<file path="src/rtl/mem_stage_ctrl.sv">
// mem_stage_ctrl: MEM-stage load/store/LL/SC handshake with the data cache, feeding the MEM/WB latch
module mem_stage_ctrl #(
    parameter int CNT_W = 16
) (
    input  logic             CLK,
    input  logic             nRST,
    input  logic             em_valid,
    input  logic             em_memread,
    input  logic             em_memwrite,
    input  logic             em_ll,
    input  logic             em_sc,
    input  logic             em_halt,
    input  logic [31:0]      em_addr,
    input  logic [31:0]      em_store,
    input  logic             dhit,
    input  logic [31:0]      dmem_load,
    input  logic             snoop_inv,
    input  logic [31:0]      snoop_addr,
    output logic             dmem_ren,
    output logic             dmem_wen,
    output logic [31:0]      dmem_addr,
    output logic [31:0]      dmem_store,
    output logic             stall_o,
    output logic             mw_enable,
    output logic [31:0]      mw_dload,
    output logic             halt_o,
    output logic [CNT_W-1:0] acc_cnt,
    output logic [CNT_W-1:0] wait_cnt
);
    typedef enum logic [1:0] {IDLE, ACCESS, HALTED} state_t;
    state_t state, state_n;
    logic rd_q, wr_q, ll_q, sc_q, link_valid, mem_op, sc_fail, start, done;
    logic [31:0] addr_q, data_q, dload_q, link_addr;
    assign halt_o = state == HALTED;
    // next state, cache requests and MEM/WB handshake
    always_comb begin
        mem_op     = em_valid && (em_memread || em_memwrite);
        sc_fail    = em_valid && em_memwrite && em_sc && (!link_valid || link_addr != em_addr);
        start      = state == IDLE && mem_op && !sc_fail;
        done       = state == ACCESS && dhit;
        state_n    = state;
        dmem_ren   = 1'b0;
        dmem_wen   = 1'b0;
        dmem_addr  = '0;
        dmem_store = '0;
        stall_o    = 1'b0;
        mw_enable  = 1'b0;
        mw_dload   = dload_q;
        case (state)
            IDLE: begin
                stall_o   = start;
                mw_enable = !start;
                mw_dload  = sc_fail ? 32'd0 : dload_q;
                state_n   = start ? ACCESS : (em_valid && em_halt) ? HALTED : IDLE;
            end
            ACCESS: begin
                dmem_ren   = rd_q;
                dmem_wen   = wr_q;
                dmem_addr  = addr_q;
                dmem_store = data_q;
                stall_o    = !dhit;
                mw_enable  = dhit;
                mw_dload   = !dhit ? dload_q : rd_q ? dmem_load : sc_q ? 32'd1 : dload_q;
                state_n    = dhit ? IDLE : ACCESS;
            end
            HALTED: stall_o = 1'b1;
            default: state_n = IDLE;
        endcase
    end
    // state, captured operation and held MEM/WB load data
    always_ff @(posedge CLK or negedge nRST) begin
        if (!nRST) begin
            state   <= IDLE;
            rd_q    <= 1'b0;
            wr_q    <= 1'b0;
            ll_q    <= 1'b0;
            sc_q    <= 1'b0;
            addr_q  <= '0;
            data_q  <= '0;
            dload_q <= '0;
        end else begin
            state   <= state_n;
            dload_q <= mw_dload;
            if (start) begin
                rd_q   <= em_memread;
                wr_q   <= em_memwrite;
                ll_q   <= em_ll;
                sc_q   <= em_sc;
                addr_q <= em_addr;
                data_q <= em_store;
            end
        end
    end
    // LL/SC link; a snoop on the line being linked this cycle wins over the set
    always_ff @(posedge CLK or negedge nRST) begin
        if (!nRST) begin
            link_valid <= 1'b0;
            link_addr  <= '0;
        end else if (done && ll_q) begin
            link_valid <= !(snoop_inv && snoop_addr == addr_q);
            link_addr  <= addr_q;
        end else if ((done && sc_q) || (done && wr_q && addr_q == link_addr) ||
                     (snoop_inv && snoop_addr == link_addr)) begin
            link_valid <= 1'b0;
        end
    end
    // saturating completed-access and wait-cycle counters
    always_ff @(posedge CLK or negedge nRST) begin
        if (!nRST) begin
            acc_cnt  <= '0;
            wait_cnt <= '0;
        end else begin
            if (done && acc_cnt != '1) acc_cnt <= acc_cnt + 1'b1;
            if (state == ACCESS && !dhit && wait_cnt != '1) wait_cnt <= wait_cnt + 1'b1;
        end
    end
endmodule

</file>
<file path="config.mk">
export PLATFORM = sky130hd
export DESIGN_NAME = mem_stage_ctrl
export DESIGN_NICKNAME = d
export VERILOG_FILES = /design/src/rtl/mem_stage_ctrl.sv
export SDC_FILE = /design/constraint.sdc
export NUM_CORES = 1
export LEC_CHECK = 0
export CORE_MARGIN = 2
export CORE_UTILIZATION = 31
export DETAILED_ROUTE_END_ITERATION = 10
export PLACE_DENSITY = 0.7
export SKIP_LAST_GASP = 1
export SLEW_MARGIN = 20
export SYNTH_ARGS = -nofsm -noshare
export SYNTH_HDL_FRONTEND = slang
export SYNTH_SLANG_ARGS = --single-unit
</file>
<file path="constraint.sdc">
create_clock -name CLK -period 3.6 [get_ports CLK]
set_input_delay 1.08 -clock CLK [delete_from_list [all_inputs] [get_ports CLK]]
set_output_delay 1.08 -clock CLK [all_outputs]
set_load 0.05 [all_outputs]
</file>
==> results of run 1 <==
layout make-up:
| type | count | area [sq um] | area share (%) |
|---|---|---|---|
| multi-input combinational | 554 | 4880 | 34.0 |
| clock buffer | 19 | 433 | 3.01 |
| timing repair buffer | 313 | 4070 | 28.4 |
| tap | 384 | 480 | 3.35 |
| sequential | 167 | 4180 | 29.1 |
| clock inverter | 13 | 169 | 1.18 |
| antenna | 6 | 15.0 | 0.105 |
| inverter | 35 | 131 | 0.915 |
kinds of logic (layout without fill, tap and decap cells):
| kind of cell | count (synthesis) | in the layout |
|---|---|---|
| other | 0 | 6 |
| DFF | 167 | 167 |
| adders and majority gates | 2 | 2 |
| AOI/OAI and AO/OA | 107 | 107 |
| and+or+nand+nor | 186 | 186 |
| buffers and inverters | 76 | 380 |
| xor gates and xnor gates | 157 | 157 |
| muxes | 102 | 102 |
state kept, by name, indices dropped and copies added, names as in the netlist:
signal and flops:
dload_q 32, addr_q 32, data_q 32, sc_q 1, rd_q 1, link_addr 32
wait_cnt 16, link_valid 1, wr_q 1, state 2, ll_q 1, acc_cnt 16
synth_stat cells:
master / instances / share of area (%)
and3b_1: 1 / 0.098
and4_1: 6 / 0.59
a31oi_1: 2 / 0.14
nand3b_1: 1 / 0.084
nand2b_1: 3 / 0.21
o2111ai_1: 1 / 0.098
buf_1: 1 / 0.042
buf_4: 4 / 0.34
a21oi_2: 1 / 0.098
o21bai_1: 1 / 0.084
and2_1: 70 / 4.9
mux2_2: 93 / 12
o31ai_1: 1 / 0.084
a22oi_1: 30 / 2.5
or4_1: 1 / 0.084
nand4_1: 35 / 2.5
ha_1: 2 / 0.28
a22o_1: 30 / 2.9
nand3_1: 14 / 0.78
nor2_1: 16 / 0.67
xnor2_1: 115 / 11
o22ai_1: 30 / 2.1
a221oi_1: 1 / 0.098
xor2_1: 42 / 4.1
a32o_1: 1 / 0.11
dfrtp_1: 167 / 47
mux2_1: 8 / 1.0
buf_2: 4 / 0.22
a41oi_1: 1 / 0.098
o21ai_0: 5 / 0.28
nor3_1: 4 / 0.22
buf_6: 2 / 0.25
or2_2: 2 / 0.14
nand2_1: 11 / 0.46
a21boi_1: 1 / 0.084
and3_1: 6 / 0.42
inv_1: 35 / 1.5
mux2i_1: 1 / 0.11
or3_1: 1 / 0.070
nor4_1: 13 / 0.91
a21oi_1: 1 / 0.056
nor2b_1: 2 / 0.14
a32oi_1: 1 / 0.098
clkbuf_1: 30 / 1.3
layout by cell type, fill, tap and decap left out, types with 3 or more instances in the layout:
master,Yosys,final
nand2b_1,3,3
mux2_2,93,93
buf_12,0,103
clkdlybuf4s50_1,0,136
xnor2_2,0,10
a22oi_1,30,30
inv_1,35,35
buf_6,2,7
o22ai_1,30,30
buf_4,4,36
mux2_1,8,8
a22o_4,0,30
diode_2,0,6
buf_2,4,7
nand2_1,11,11
xnor2_1,115,104
inv_6,0,4
bufinv_16,0,3
xor2_1,42,41
nor2_1,16,14
clkbuf_16,0,17
nand4_1,35,35
dlygate4sd2_1,0,17
buf_16,0,3
and3_1,6,6
dfrtp_1,167,167
o21ai_0,5,4
nand3_1,14,14
clkinvlp_4,0,3
and2_1,70,70
and4_1,6,5
nor4_1,13,12
per-stage QoR:
step	instances	utilization (%)	hold WS, ps	worst slack (ps)	cell area (sq um)
finish	1491	50.3	480	-603	14400
global route	1488	50.3	503	-674	14400
CTS	1481	49.9	487	-595	14200
detailed placement	1437	46.8	471	-951	13400
global placement	1437	46.8	458	-897	13400
floorplan	797	-	449	-85.5	9100
routing by layer:
| layer | GRT usage, % | up-vias | routed length, microns |
|---|---|---|---|
| li1 | - | 3419 | - |
| met1 | 23.9 | 3658 | 11900 |
| met2 | 30.2 | 241 | 13900 |
| met3 | 5.88 | 50 | 1980 |
| met4 | 8.58 | 2 | 786 |
| met5 | 0 | - | 16 |
worst paths after layout:
kind,from,to,slack (ps),depth (start not counted)
min reg2reg,data_q[23],data_q[23],480,1
max,em_addr[3],mw_dload[0],-600,11
min in group asynchronous,nRST,acc_cnt[11],600,1
max in group asynchronous,nRST,dload_q[9],2220,2
max reg2reg,link_addr[16],data_q[13],350,10
min,data_q[23],data_q[23],480,1
worst max-delay path: stages:
cell and delay, ps:
buf_4 130, xnor2_2 140, nand4_1 130, nor4_2 320
buf_4 160, nand4_1 200, a41oi_4 300, buf_6 180
buf_16 150, a32o_2 170, buf_12 150
power by group:
group,internal [mW],total [mW],switching [mW],leakage (nW)
clock network,1.10,1.94,0.834,0.287
registers,2.65,3.65,0.998,2.16
logic,2.79,5.22,2.42,3.50
total,6.55,10.8,4.25,5.94
timing repair:
| action | 4_1_cts | 5_1_grt |
|---|---|---|
| gates resized for setup | 98 | 27 |
| endpoints found under the setup margin | 87 | 36 |
| cloned | 3 | 0 |
| pin swaps | 52 | 24 |
| setup buffers | 10 | 6 |
| hold buffers | 0 | 0 |
==> impl_metrics.ini, run 1 <==
[run_status]
outcome = finished with violations
violations = negative setup slack

[hold_path]
min_path_type = flop to flop

[logic_synthesis]
synth_area_per_cell_sq_um = 11.2
syn_area_sq_um = 8930
syn_inst = 797
synth_xor_area_share_pct = 15.4
ys_ff_latch = 167
yosysWarnings = 0
yosysSeqAreaShare_pct = 46.8
synthAdderAreaFrac_pct = 0.280
synth_nets = 937
synth-simple-area-share_pct = 12.2
synth_cell_types = 44
synth-compound-area-share_pct = 8.89
synth_top_family_by_area = XOR/XNOR gates
synthMuxAreaShare_pct = 12.8

[clock_network]
htree_levels = 4
cts_tree = yes
clkLatencyLatePin_ps = 430
path_clk_slew_ps = 70
cts_root_buf = clkbuf_16
numCtsBuffers = 17
clk_path_buf_depth = 2
clock_sinks = 167

[floorplanning]
initial_core_util_pct = 31.3
rows = 62
core_area_sq_um = 28500
dieHeight_microns = 174
die_width_microns = 174
pin_count = 271
die_area_sq_um = 30200

[sta]
slew_headroom_pct = 46.5
final.setup.tns_ps = -18360
setup_violations = 34
setup_slack_ps = -603
fin_skew_ps = 13.6
hold_viol = 0
slew_violations = 0
worstMarginPinSlew_ps = 802
finalCritPeriodShare_pct = 117
fmax_ghz = 0.238
min_period_ps = 4200
grt_setup_unrepaired = true

[global_route]
grt_usage_pct = 19.0
grt_overflow = 0
antenna_found_initial = 7
grt_start_max_net_pins = 63
grt_pass1_vias = 7724
grt_pass1_wl_microns = 44500

[power_and_ir_drop]
irDropWorstVdd_mv = 0.316
p_leak_nw = 5.94
p_per_area_nw_per_um2 = 752
finalPower_mw = 10.8

[critical_path]
setup.worst_path.start_class = input pin
crit_fanout = 8
critPathCaptureType = primary output
critPathRequiredTime_ps = 2520
worstSetupPathType = input pin to primary output
cp.arrival_ps = 3120

[final_layout]
fin_nets = 1228
drive_above_1_share_pct = 30.6
nFillCells = 2519
syn_to_final_growth_pct = 60.7

[placed_design]
routabilityCongestion = 0.882
hpwl_microns = 21100
io_buffers = 270

[run]
cap_violations = 0

[route]
antenna_left = 0
dr.pass1.iters = 4
drcViolationCount = 0
vias = 7370
wl_per_cell_microns = 19.2
first_iter_violations = 446
via_per_inst = 4.94
wirelength_microns = 28600
No activity file was read; power rests on OpenSTA's default activity.
==> run 2, diff against run 1 <==
CORE_MARGIN = unset   (was 2)
==> run 2 against run 1 <==
Compared with the run above:
- sequential share of layout area increased by 0.081 points
- first-iteration DRC count decreased by 9.6%
- clock skew increased by 2.2 ps
- critical endpoint unchanged
- largest cell class unchanged
- worst hold slack got worse by 2.5 ps
- power increased by 0.62%
- the run still ends with negative setup slack left
==> impl_metrics.ini, run 2 (synthesis results as in run 1) <==
[run_status]
outcome = finished with violations
violations = negative setup slack

[power_and_ir_drop]
pwr-share-clk_pct = 18.5
comb_power_share_pct = 47.9
switchingPower_mw = 4.24
p_per_area_nw_per_um2 = 759
switching_share_pct = 39.0
p_leak_nw = 5.92
pwr-share-seq_pct = 33.6
irDropWorstVdd_mv = 0.336
intPower_mw = 6.63

[critical_path]
cp_slowest_stage_delay_ps = 330
r2r-start = link_addr[13]
crit_chain = buf_6, xnor2_2, nand4_1, nor4_2, nand4_1, a41oi_4, buf_6, buf_16, a32o_2, buf_12
cp.arrival_ps = 2990
setup.worst_path.start_class = input pin
critPathLaunch = em_addr[21]
cpMaxStageDelayCell = nor4_2
worstSetupPathType = input pin to primary output
r2r_slack_ps = 590
critPathRequiredTime_ps = 2520
critPathCaptureType = primary output
crit_fanout = 8

[global_route]
grt_overflow = 0
grt_pass1_wl_microns = 44000
grt_start_max_net_pins = 71
grt_usage_pct = 19.9
gr-usage-met3_pct = 5.41
grt_pass1_vias = 7596
antenna_found_initial = 4
grtUsageMet1_pct = 24.4
grt-busiest-layer = met2
met2_usage_pct = 33.3

[final_layout]
final_cell_area_sq_um = 14300
seq_area_sq_um = 4180
multi_input_area_sq_um = 4890
final_common_cell = dfrtp_1
nFillCells = 2421
syn_to_final_growth_pct = 60.3
fin_nets = 1221
layout_common_cells = dfrtp_1 (167), clkdlybuf4s50_1 (136), xnor2_1 (103), buf_12 (103), mux2_2 (93)
drive_above_1_share_pct = 30.7

[clock_network]
clkLatencyLatePin_ps = 430
cts_root_buf = clkbuf_16
path_clk_slew_ps = 60
clk_path_buf_depth = 2
htree_levels = 4
clock_sinks = 167
cts_tree = yes
numCtsBuffers = 17
cts_hold_buf = 0

[sta]
fin_skew_ps = 15.8
fin_hold_ws_ps = 478
grt_setup_unrepaired = true
hold_viol = 0
setup_violations = 34
fmax_ghz = 0.246
setup_slack_ps = -471
worstMarginPinSlew_ps = 707
finalCritPeriodShare_pct = 113
slew_headroom_pct = 52.9
min_period_ps = 4070
slew_violations = 0

[route]
via_per_inst = 5.01
antenna_left = 0
wirelength_microns = 28800
vias = 7383
wl_per_cell_microns = 19.5
dr.pass1.iters = 4
first_iter_violations = 403
drcViolationCount = 0

[placed_design]
hpwl_microns = 20900
place_area_sq_um = 13300
routabilityCongestion = 0.905
io_buffers = 270

[floorplanning]
rows = 61
dieHeight_microns = 172
die_width_microns = 172
core_area_sq_um = 28100
die_area_sq_um = 29500
pin_count = 271
initial_core_util_pct = 31.8

[hold_path]
min_path_type = flop to flop
min_from = data_q[27]

[run]
cap_violations = 0
run 2: routing by layer:
layer  up-vias  part of all wire (%)
met5         -                 0.090
met4         4                   2.6
met3        49                   6.6
met2       250                    50
met1      3673                    41
li1       3407                     -
run 2: through the flow:
stage | util (%) | setup slack, ps | power, mW | setup TNS (ps) | std cells
5_1_grt | 51.0 | -548 | 11.4 | -16960 | 1472
3_5_place_dp | 47.4 | -973 | 8.50 | -61830 | 1429
6_report | 51.0 | -471 | 10.9 | -14380 | 1473
2_1_floorplan | - | -85.5 | 6.48 | -1770 | 797
4_1_cts | 50.9 | -512 | 10.8 | -15920 | 1471
3_3_place_gp | 47.4 | -916 | 8.39 | -56200 | 1429
run 2: power by group through the flow:
stage / registers, mW / clock network (mW) / logic (mW)
floorplan: 3.43 / 0 / 3.05
global placement: 3.58 / 0 / 4.81
detailed placement: 3.62 / 0 / 4.88
CTS: 3.63 / 2.06 / 5.16
global route: 3.77 / 2.14 / 5.50
finish: 3.65 / 2.01 / 5.21
run 2: cell type report:
cell class / count / share of cell area, %
Antenna cell: 2 / 0.0349
Clock buffer: 22 / 3.24
Clock inverter: 9 / 1.14
Inverter: 35 / 0.917
Multi-Input combinational cell: 554 / 34.1
Sequential cell: 167 / 29.2
Tap cell: 378 / 3.30
Timing Repair Buffer: 306 / 28.0
run 2: final timing paths:
| kind | cells after the start | endpoint |
|---|---|---|
| worst min register to register | 1 | data_q[27] |
| min in group asynchronous | 1 | acc_cnt[11] |
| max in group asynchronous | 2 | link_addr[25] |
| worst min-delay path | 1 | data_q[27] |
| worst max register to register | 10 | data_q[15] |
| worst max-delay path | 10 | mw_dload[0] |
run 2: timing repair:
action	in CTS	in global routing
endpoints found under the setup margin	68	34
setup buffers	10	3
pin swaps	56	30
cloned	3	0
gates resized for setup	127	24
run 2: critical path, delay by kind of cell:
kind | cells | cell delay, ps
compound gates | 2 | 460
simple gates | 3 | 740
xor+xnor | 1 | 140
buf+inv | 4 | 550
